--- src/rtl/key_flag_gen.sv ---
// key_flag_gen: turns two active-low board buttons into debounced
// one-cycle press flags (flag1/flag2) for the LED chaser.
// Each key has a 2-FF synchroniser, a 4-state debounce FSM and a counter.
// Optional feature macro: KEY_REPEAT_EN adds auto-repeat pulses while held.
module key_flag_gen #(
  parameter int DEB_CNT = 1_000_000,
  parameter int REP_DLY = 25_000_000,
  parameter int REP_PER = 5_000_000,
  parameter int CW      = 32
) (
  input  logic clk,
  input  logic rst_n,
  input  logic key1_n,
  input  logic key2_n,
  output logic flag1,
  output logic flag2,
  output logic key1_down,
  output logic key2_down
);

  typedef enum logic [1:0] {
    IDLE   = 2'd0,
    P_FILT = 2'd1,
    DOWN   = 2'd2,
    R_FILT = 2'd3
  } state_e;

  localparam logic [CW-1:0] DebLast = CW'(DEB_CNT - 1);
  localparam logic [CW-1:0] RepDlyLast = CW'(REP_DLY - 1);
  localparam logic [CW-1:0] RepPerLast = CW'(REP_PER - 1);
  localparam longint CntLimit = longint'(1) << CW;

  // Parameter sanity: the counter must hold every compare value, and a
  // repeat period below 2 would make flags high on consecutive cycles.
  if (DEB_CNT < 1 || REP_DLY < 1 || REP_PER < 2 ||
      longint'(DEB_CNT) > CntLimit || longint'(REP_DLY) > CntLimit ||
      longint'(REP_PER) > CntLimit || RepDlyLast > RepDlyLast + RepPerLast) begin : gBadCfg
    $error("key_flag_gen: counter parameters out of range");
  end

  logic [1:0]    sync1_q, sync2_q;
  logic [1:0]    keyS;
  state_e        state_q [2];
  state_e        state_d [2];
  logic [CW-1:0] cnt_q [2];
  logic [CW-1:0] cnt_d [2];
  logic [1:0]    pulse;
  logic          flag1_q, flag2_q;
`ifdef KEY_REPEAT_EN
  logic [1:0]    rep_q, rep_d;
`endif

  // Two-flop synchronisers for both raw keys; released (1) out of reset.
  always_ff @(posedge clk or negedge rst_n) begin
    if (!rst_n) begin
      sync1_q <= 2'b11;
      sync2_q <= 2'b11;
    end else begin
      sync1_q <= {key2_n, key1_n};
      sync2_q <= sync1_q;
    end
  end

  assign keyS = sync2_q;

  // Debounce FSM next-state, counter and press-pulse decode for each key.
  always_comb begin
    for (int i = 0; i < 2; i++) begin
      state_d[i] = state_q[i];
      cnt_d[i]   = cnt_q[i];
      pulse[i]   = 1'b0;
`ifdef KEY_REPEAT_EN
      rep_d[i]   = rep_q[i];
`endif
      unique case (state_q[i])
        IDLE: begin
          if (!keyS[i]) begin
            state_d[i] = P_FILT;
            cnt_d[i]   = '0;
          end
        end
        P_FILT: begin
          if (keyS[i]) begin
            state_d[i] = IDLE;
            cnt_d[i]   = '0;
          end else if (cnt_q[i] >= DebLast) begin
            state_d[i] = DOWN;
            cnt_d[i]   = '0;
            pulse[i]   = 1'b1;
          end else begin
            cnt_d[i]   = cnt_q[i] + CW'(1);
          end
        end
        DOWN: begin
          if (keyS[i]) begin
            state_d[i] = R_FILT;
            cnt_d[i]   = '0;
`ifdef KEY_REPEAT_EN
            rep_d[i]   = 1'b0;
`endif
          end else begin
`ifdef KEY_REPEAT_EN
            if ((!rep_q[i] && cnt_q[i] >= RepDlyLast) ||
                (rep_q[i] && cnt_q[i] >= RepPerLast)) begin
              cnt_d[i] = '0;
              rep_d[i] = 1'b1;
              pulse[i] = 1'b1;
            end else begin
              cnt_d[i] = cnt_q[i] + CW'(1);
            end
`else
            cnt_d[i] = '0;
`endif
          end
        end
        R_FILT: begin
          if (!keyS[i]) begin
            state_d[i] = DOWN;
            cnt_d[i]   = '0;
          end else if (cnt_q[i] >= DebLast) begin
            state_d[i] = IDLE;
            cnt_d[i]   = '0;
          end else begin
            cnt_d[i]   = cnt_q[i] + CW'(1);
          end
        end
        default: begin
          state_d[i] = IDLE;
          cnt_d[i]   = '0;
        end
      endcase
    end
  end

  // State, counter and repeat-phase registers for both keys.
  always_ff @(posedge clk or negedge rst_n) begin
    if (!rst_n) begin
      for (int i = 0; i < 2; i++) begin
        state_q[i] <= IDLE;
        cnt_q[i]   <= '0;
      end
`ifdef KEY_REPEAT_EN
      rep_q <= 2'b00;
`endif
    end else begin
      for (int i = 0; i < 2; i++) begin
        state_q[i] <= state_d[i];
        cnt_q[i]   <= cnt_d[i];
      end
`ifdef KEY_REPEAT_EN
      rep_q <= rep_d;
`endif
    end
  end

  // Registered flags; key1 wins a coincident pulse and key2's is dropped.
  always_ff @(posedge clk or negedge rst_n) begin
    if (!rst_n) begin
      flag1_q <= 1'b0;
      flag2_q <= 1'b0;
    end else begin
      flag1_q <= pulse[0];
      flag2_q <= pulse[1] & ~pulse[0];
    end
  end

  assign flag1     = flag1_q;
  assign flag2     = flag2_q;
  assign key1_down = (state_q[0] == DOWN) || (state_q[0] == R_FILT);
  assign key2_down = (state_q[1] == DOWN) || (state_q[1] == R_FILT);

endmodule

--- config.mk ---
export PLATFORM = sky130hd
export DESIGN_NAME = key_flag_gen
export DESIGN_NICKNAME = d
export VERILOG_FILES = /design/src/rtl/key_flag_gen.sv
export SDC_FILE = /design/constraint.sdc
export NUM_CORES = 1
export LEC_CHECK = 0
export BUFFER_PORTS_ARGS = -buffer_cell sky130_fd_sc_hd__buf_2
export CAP_MARGIN = 20
export CORE_MARGIN = 1
export CORE_UTILIZATION = 56
export CTS_CLUSTER_DIAMETER = 80
export CTS_CLUSTER_SIZE = 20
export DETAILED_ROUTE_END_ITERATION = 7
export PLACE_DENSITY = 0.77
export SYNTH_ARGS = -nofsm -noshare
export SYNTH_HDL_FRONTEND = slang
export SYNTH_SLANG_ARGS = --single-unit
--- constraint.sdc ---
create_clock -name clk -period 2.6 [get_ports clk]
set_clock_uncertainty 0.2 [all_clocks]
set_input_delay 0.26 -clock clk [delete_from_list [all_inputs] [get_ports clk]]
set_output_delay 0.26 -clock clk [all_outputs]
set_load 0.01 [all_outputs]
Yosys cells after proc, flatten, opt, wreduce, memory -nomap -nowiden:

Cells that the tools add are included.

* logic and storage cells: 64
* register bits after elaboration: 74
* output and inout port bits: 4
* input bits: 4

* reductions and logical operators: 6
* add/subtract/negate cells: 2
* equality and inequality tests: 14
* bitwise operators: 2
* muxes and demuxes: 30
* magnitude comparators: 2

Operators by type and width (count)
* 32-bit two-way mux: 8
* 32-bit case mux with 4 select lines: 2
* 32-bit by 1-bit adder with 32-bit output (second input constant): 2
* 32-bit by 20-bit greater-or-equal comparator with 1-bit output (second input constant): 2
* 2-bit two-way mux: 12
* 2-bit case mux with 4 select lines: 2
* 3-bit != test (second input constant): 4
* 2-bit == test (second input constant): 4
* 2-bit != test (second input constant): 4
* 4-bit AND reduction: 2
* 1-bit two-way mux: 6
* 2-bit by 1-bit == test with 1-bit output (second input constant): 2
* 2-bit zero test: 2
* 1-bit logical OR: 2
* 1-bit AND: 1
* 1-bit NOT: 1

Depth between registers and ports, before layout:

* depth after elaboration: 6
* mapped depth: 7
* mapped depth without buffers: 6

Worst setup path after synthesis:

OpenSTA, ideal clock, no wires.

* path kind: flip-flop to flip-flop
* start point: register cnt_q[0] (netlist name)
* end point: register cnt_q[5] (netlist name)
* clock period less this slack: 2458 ps
* buffers on the path: 1
* setup slack: 142 ps
* data arrival time: 2178 ps
* cell stages (with the launch flop): 8
* setup time: 79 ps
* data required time: 2321 ps
* cell sequence: dfrtp_1 > ha_1 > and3_1 > a311o_1 > a2111oi_4 > buf_6 > nand4_1 > mux2i_1

* word-level cells in the longest chain between the ends: 4
* elaborated cells on any way between the ends: 6
* those cells by class: add/sub: 1; order compare: 1; mux: 4

RTL lines
* from (decl): line 45 `logic [CW-1:0] cnt_q [2];`
* from (signal, indexed assignment): line 148 `cnt_q[i] <= cnt_d[i];`
* 32-bit by 1-bit adder with 32-bit output / 32-bit by 20-bit greater-or-equal comparator with 1-bit output (equally long branches)
* 32-bit two-way mux *: line 86, 120
* 32-bit two-way mux (on tied branches): line 117, 83
* 32-bit case mux with 4 select lines *: line 75 `unique case (state_q[i])`

Mark *: on every way between the ends. The rest lies on a longest branch, timed or not.
A chain may end at the register's enable or synchronous reset.

Worst setup path in the final report:

* start point: register cnt_q[0] (netlist name)
* end point: register cnt_q[18] (netlist name)

The elaborated chain is that of the path after synthesis.

==> results.ini <==
[timing]
worst_slew_pin_slew_ns=0.581
post-route-period-util_pct=94.0
clock.fmax_mhz=409
tns_ns=0
slew_violations=0
rsz0062_at_grt=no
setup_ws_ns=0.156
fin_crit_ns=2.44
hold_viol_final=0
relSlewSlack_pct=61.2
setup_violations=0

[worst_setup_path]
path_class=flip-flop to flip-flop
start_kind=flip-flop
r2r_slack_ns=0.16
cp.arrival_ns=2.54
path_max_fanout=14
required_ns=2.70
end_kind=flip-flop

[synthesis]
syn_inst=358
synth_area_um2=3540
synthArstFlopShare_pct=100
synthSimpleGateAreaFrac_pct=23.9
synth_seq_cells=74
synth_top_family_by_area=simple AND/OR/NAND/NOR gates
yosysSeqAreaShare_pct=52.4
synthTopCellsByCount=dfrtp_1, a21oi_1, nand3_1, nand2_1, and3_1
yosysMostFrequentCell=dfrtp_1
ys_types=46
avgSynthCellArea_um2=9.89
yosys_warnings=0
synth_compound_area_share_pct=16.4
synth_mux_area_share_pct=1.73
syn_nets=364
yosysTopAreaCell=dfrtp_1
synth_edf_count=0
yosysTopAreaCellShare_pct=49.5
synthTopCellsByArea=dfrtp_1, a21oi_1, nand3_1
synth_ff_type=dfrtp_1
synth_xor_area_share_pct=0.495
yosys.area_share.adder_pct=0.706

[clock_tree]
clk_pin_slew_ns=0.09
cts_tree=yes
insertion_delay_ns=0.36
clk_path_buf_depth=2
h-tree-depth=3
clock-root-buffer=clkbuf_8
cts_setup_buffers=0
numCtsBuffers=9
cts_sinks=74

[run_status]
status=finished, final reports clean

[placed_design]
port_buffers=7
hpwl_um=4530
gp_congestion=0.825
place_ws_ns=0.0893

[floorplan]
die_y_um=81.5
initial_core_util_pct=58.8
num_io_pins=8
die_area_um2=6650
fp-row-count=28
core_area_um2=6030
dieWidth_um=81.5

[detailed_routing]
drt_iter0_drc=156
wl_per_cell_um=15.1
vias=2765
drt-vias-per-instance=6.10
drc_errors=0
dr.pass1.iters=4
drt_wl_total_um=6860
drtAntennaViolNets=0

[power_and_ir_drop]
leakagePower_nw=1.80
ir_drop_v=0.000459
power_density_nw_per_um2=555

[job]
max-cap-violations=0

[global_routing]
overflow=0
antenna_found_initial=0
grt_usage_pct=23.6
grt_max_degree=36
grt_pass1_vias=2592
grt_pass1_wl_um=11700

[final_layout]
area_growth_pct=10.8
n_antenna_cell=0
layout.nets=379
final_layout_size_suffix_gt1_share_pct=13.0

[hold_path]
hold_path_class=flip-flop to flip-flop

-- where the power goes --
group	internal (W)	switching [W]	leakage, nW	total [W]
clock network	0.000375	0.000503	0.0991	0.000878
logic	0.0000423	0.0000735	0.685	0.000116
registers	0.00117	0.0000187	1.01	0.00119
total	0.00158	0.000595	1.80	0.00218
-- cell usage in the layout (no fill, tap or decap), drive strengths merged, types with 5 or more instances in the layout --
| cell | n |
|---|---|
| and2 | 17 |
| dfrtp | 70 |
| nand3 | 28 |
| a22o | 6 |
| buf | 19 |
| o21ai | 19 |
| a21oi | 31 |
| inv | 23 |
| or3 | 6 |
| mux2i | 5 |
| and3 | 20 |
| nand2 | 22 |
| nor3 | 6 |
| clkbuf | 9 |
| a31oi | 9 |
| nor2 | 14 |
| nor4 | 12 |
| nand4 | 12 |
-- layout make-up --
type                       count  area, µm²
tap                           75       93.8
sequential                    74       1860
clock inverter                 7       66.3
inverter                      17       63.8
multi-input combinational    249       1540
clock buffer                   9        124
timing repair buffer          22        175
fill                         496       2100
-- layer usage --
| layer | vias to the layer above | GRT usage, % | share of wire, % |
|---|---|---|---|
| li1 | 1359 | - | - |
| met1 | 1333 | 30.1 | 48 |
| met2 | 60 | 37.4 | 46 |
| met3 | 13 | 6.56 | 4.6 |
| met4 | 0 | 10.5 | 1.9 |
| met5 | - | 0 | 0 |
-- state kept, by name, summed over array words and instances, names as in the netlist, named ones only --
name and count:
cnt_q 64, flag1 1, flag2 1, keyS 2, state_q 2, sync1_q 2
-- stage by stage --
step / util [%] / cells / power, W / area [µm²] / hold slack, ns
global placement: 61.2 / 434 / 0.00132 / 3690 / 0.0773
global route: 65.1 / 453 / 0.00226 / 3920 / 0.162
finish: 65.1 / 453 / 0.00218 / 3920 / 0.160
detailed placement: 61.2 / 434 / 0.00132 / 3690 / 0.0855
CTS: 64.8 / 453 / 0.00219 / 3910 / 0.160
floorplan: - / 358 / 0.00127 / 3540 / -0.236
-- final timing paths --
check / startpoint / endpoint / cells after the start
setup reg to reg: cnt_q[0]$_DFFE_PN0P_ / cnt_q[18]$_DFFE_PN0P_ / 7
max in group asynchronous: rst_n / cnt_q[38]$_DFFE_PN0P_ / 3
hold reg to reg: sync1_q[0]$_DFF_PN1_ / keyS[0]$_DFF_PN1_ / 0
min in group asynchronous: rst_n / cnt_q[13]$_DFFE_PN0P_ / 2
setup / recovery: cnt_q[0]$_DFFE_PN0P_ / cnt_q[18]$_DFFE_PN0P_ / 7
hold / removal: sync1_q[0]$_DFF_PN1_ / keyS[0]$_DFF_PN1_ / 0
-- critical path: stages, from the launching register on --
cell	delay, ns
dfrtp_1	0.42
ha_2	0.22
and3_1	0.21
a311o_1	0.40
a2111oi_4	0.40
buf_6	0.21
and4bb_2	0.23
a211o_1	0.09
-- logic make-up (layout without fill, tap and decap cells) --
family | Yosys count | count (layout)
AND/OR/NAND/NOR | 152 | 152
AO/OA/AOI/OAI | 87 | 87
flip-flops | 74 | 74
buffers and inverters | 35 | 55
multiplexers | 6 | 6
adder cells (fa/ha/maj) | 2 | 2
XOR/XNOR | 2 | 2
-- repair_timing --
action | CTS | global route
resized for setup | 0 | 4
hold endpoints to repair | 24 | 0
hold buffers | 3 | 0
setup endpoints to repair | 0 | 4
Power figures use the tool's default switching activity.
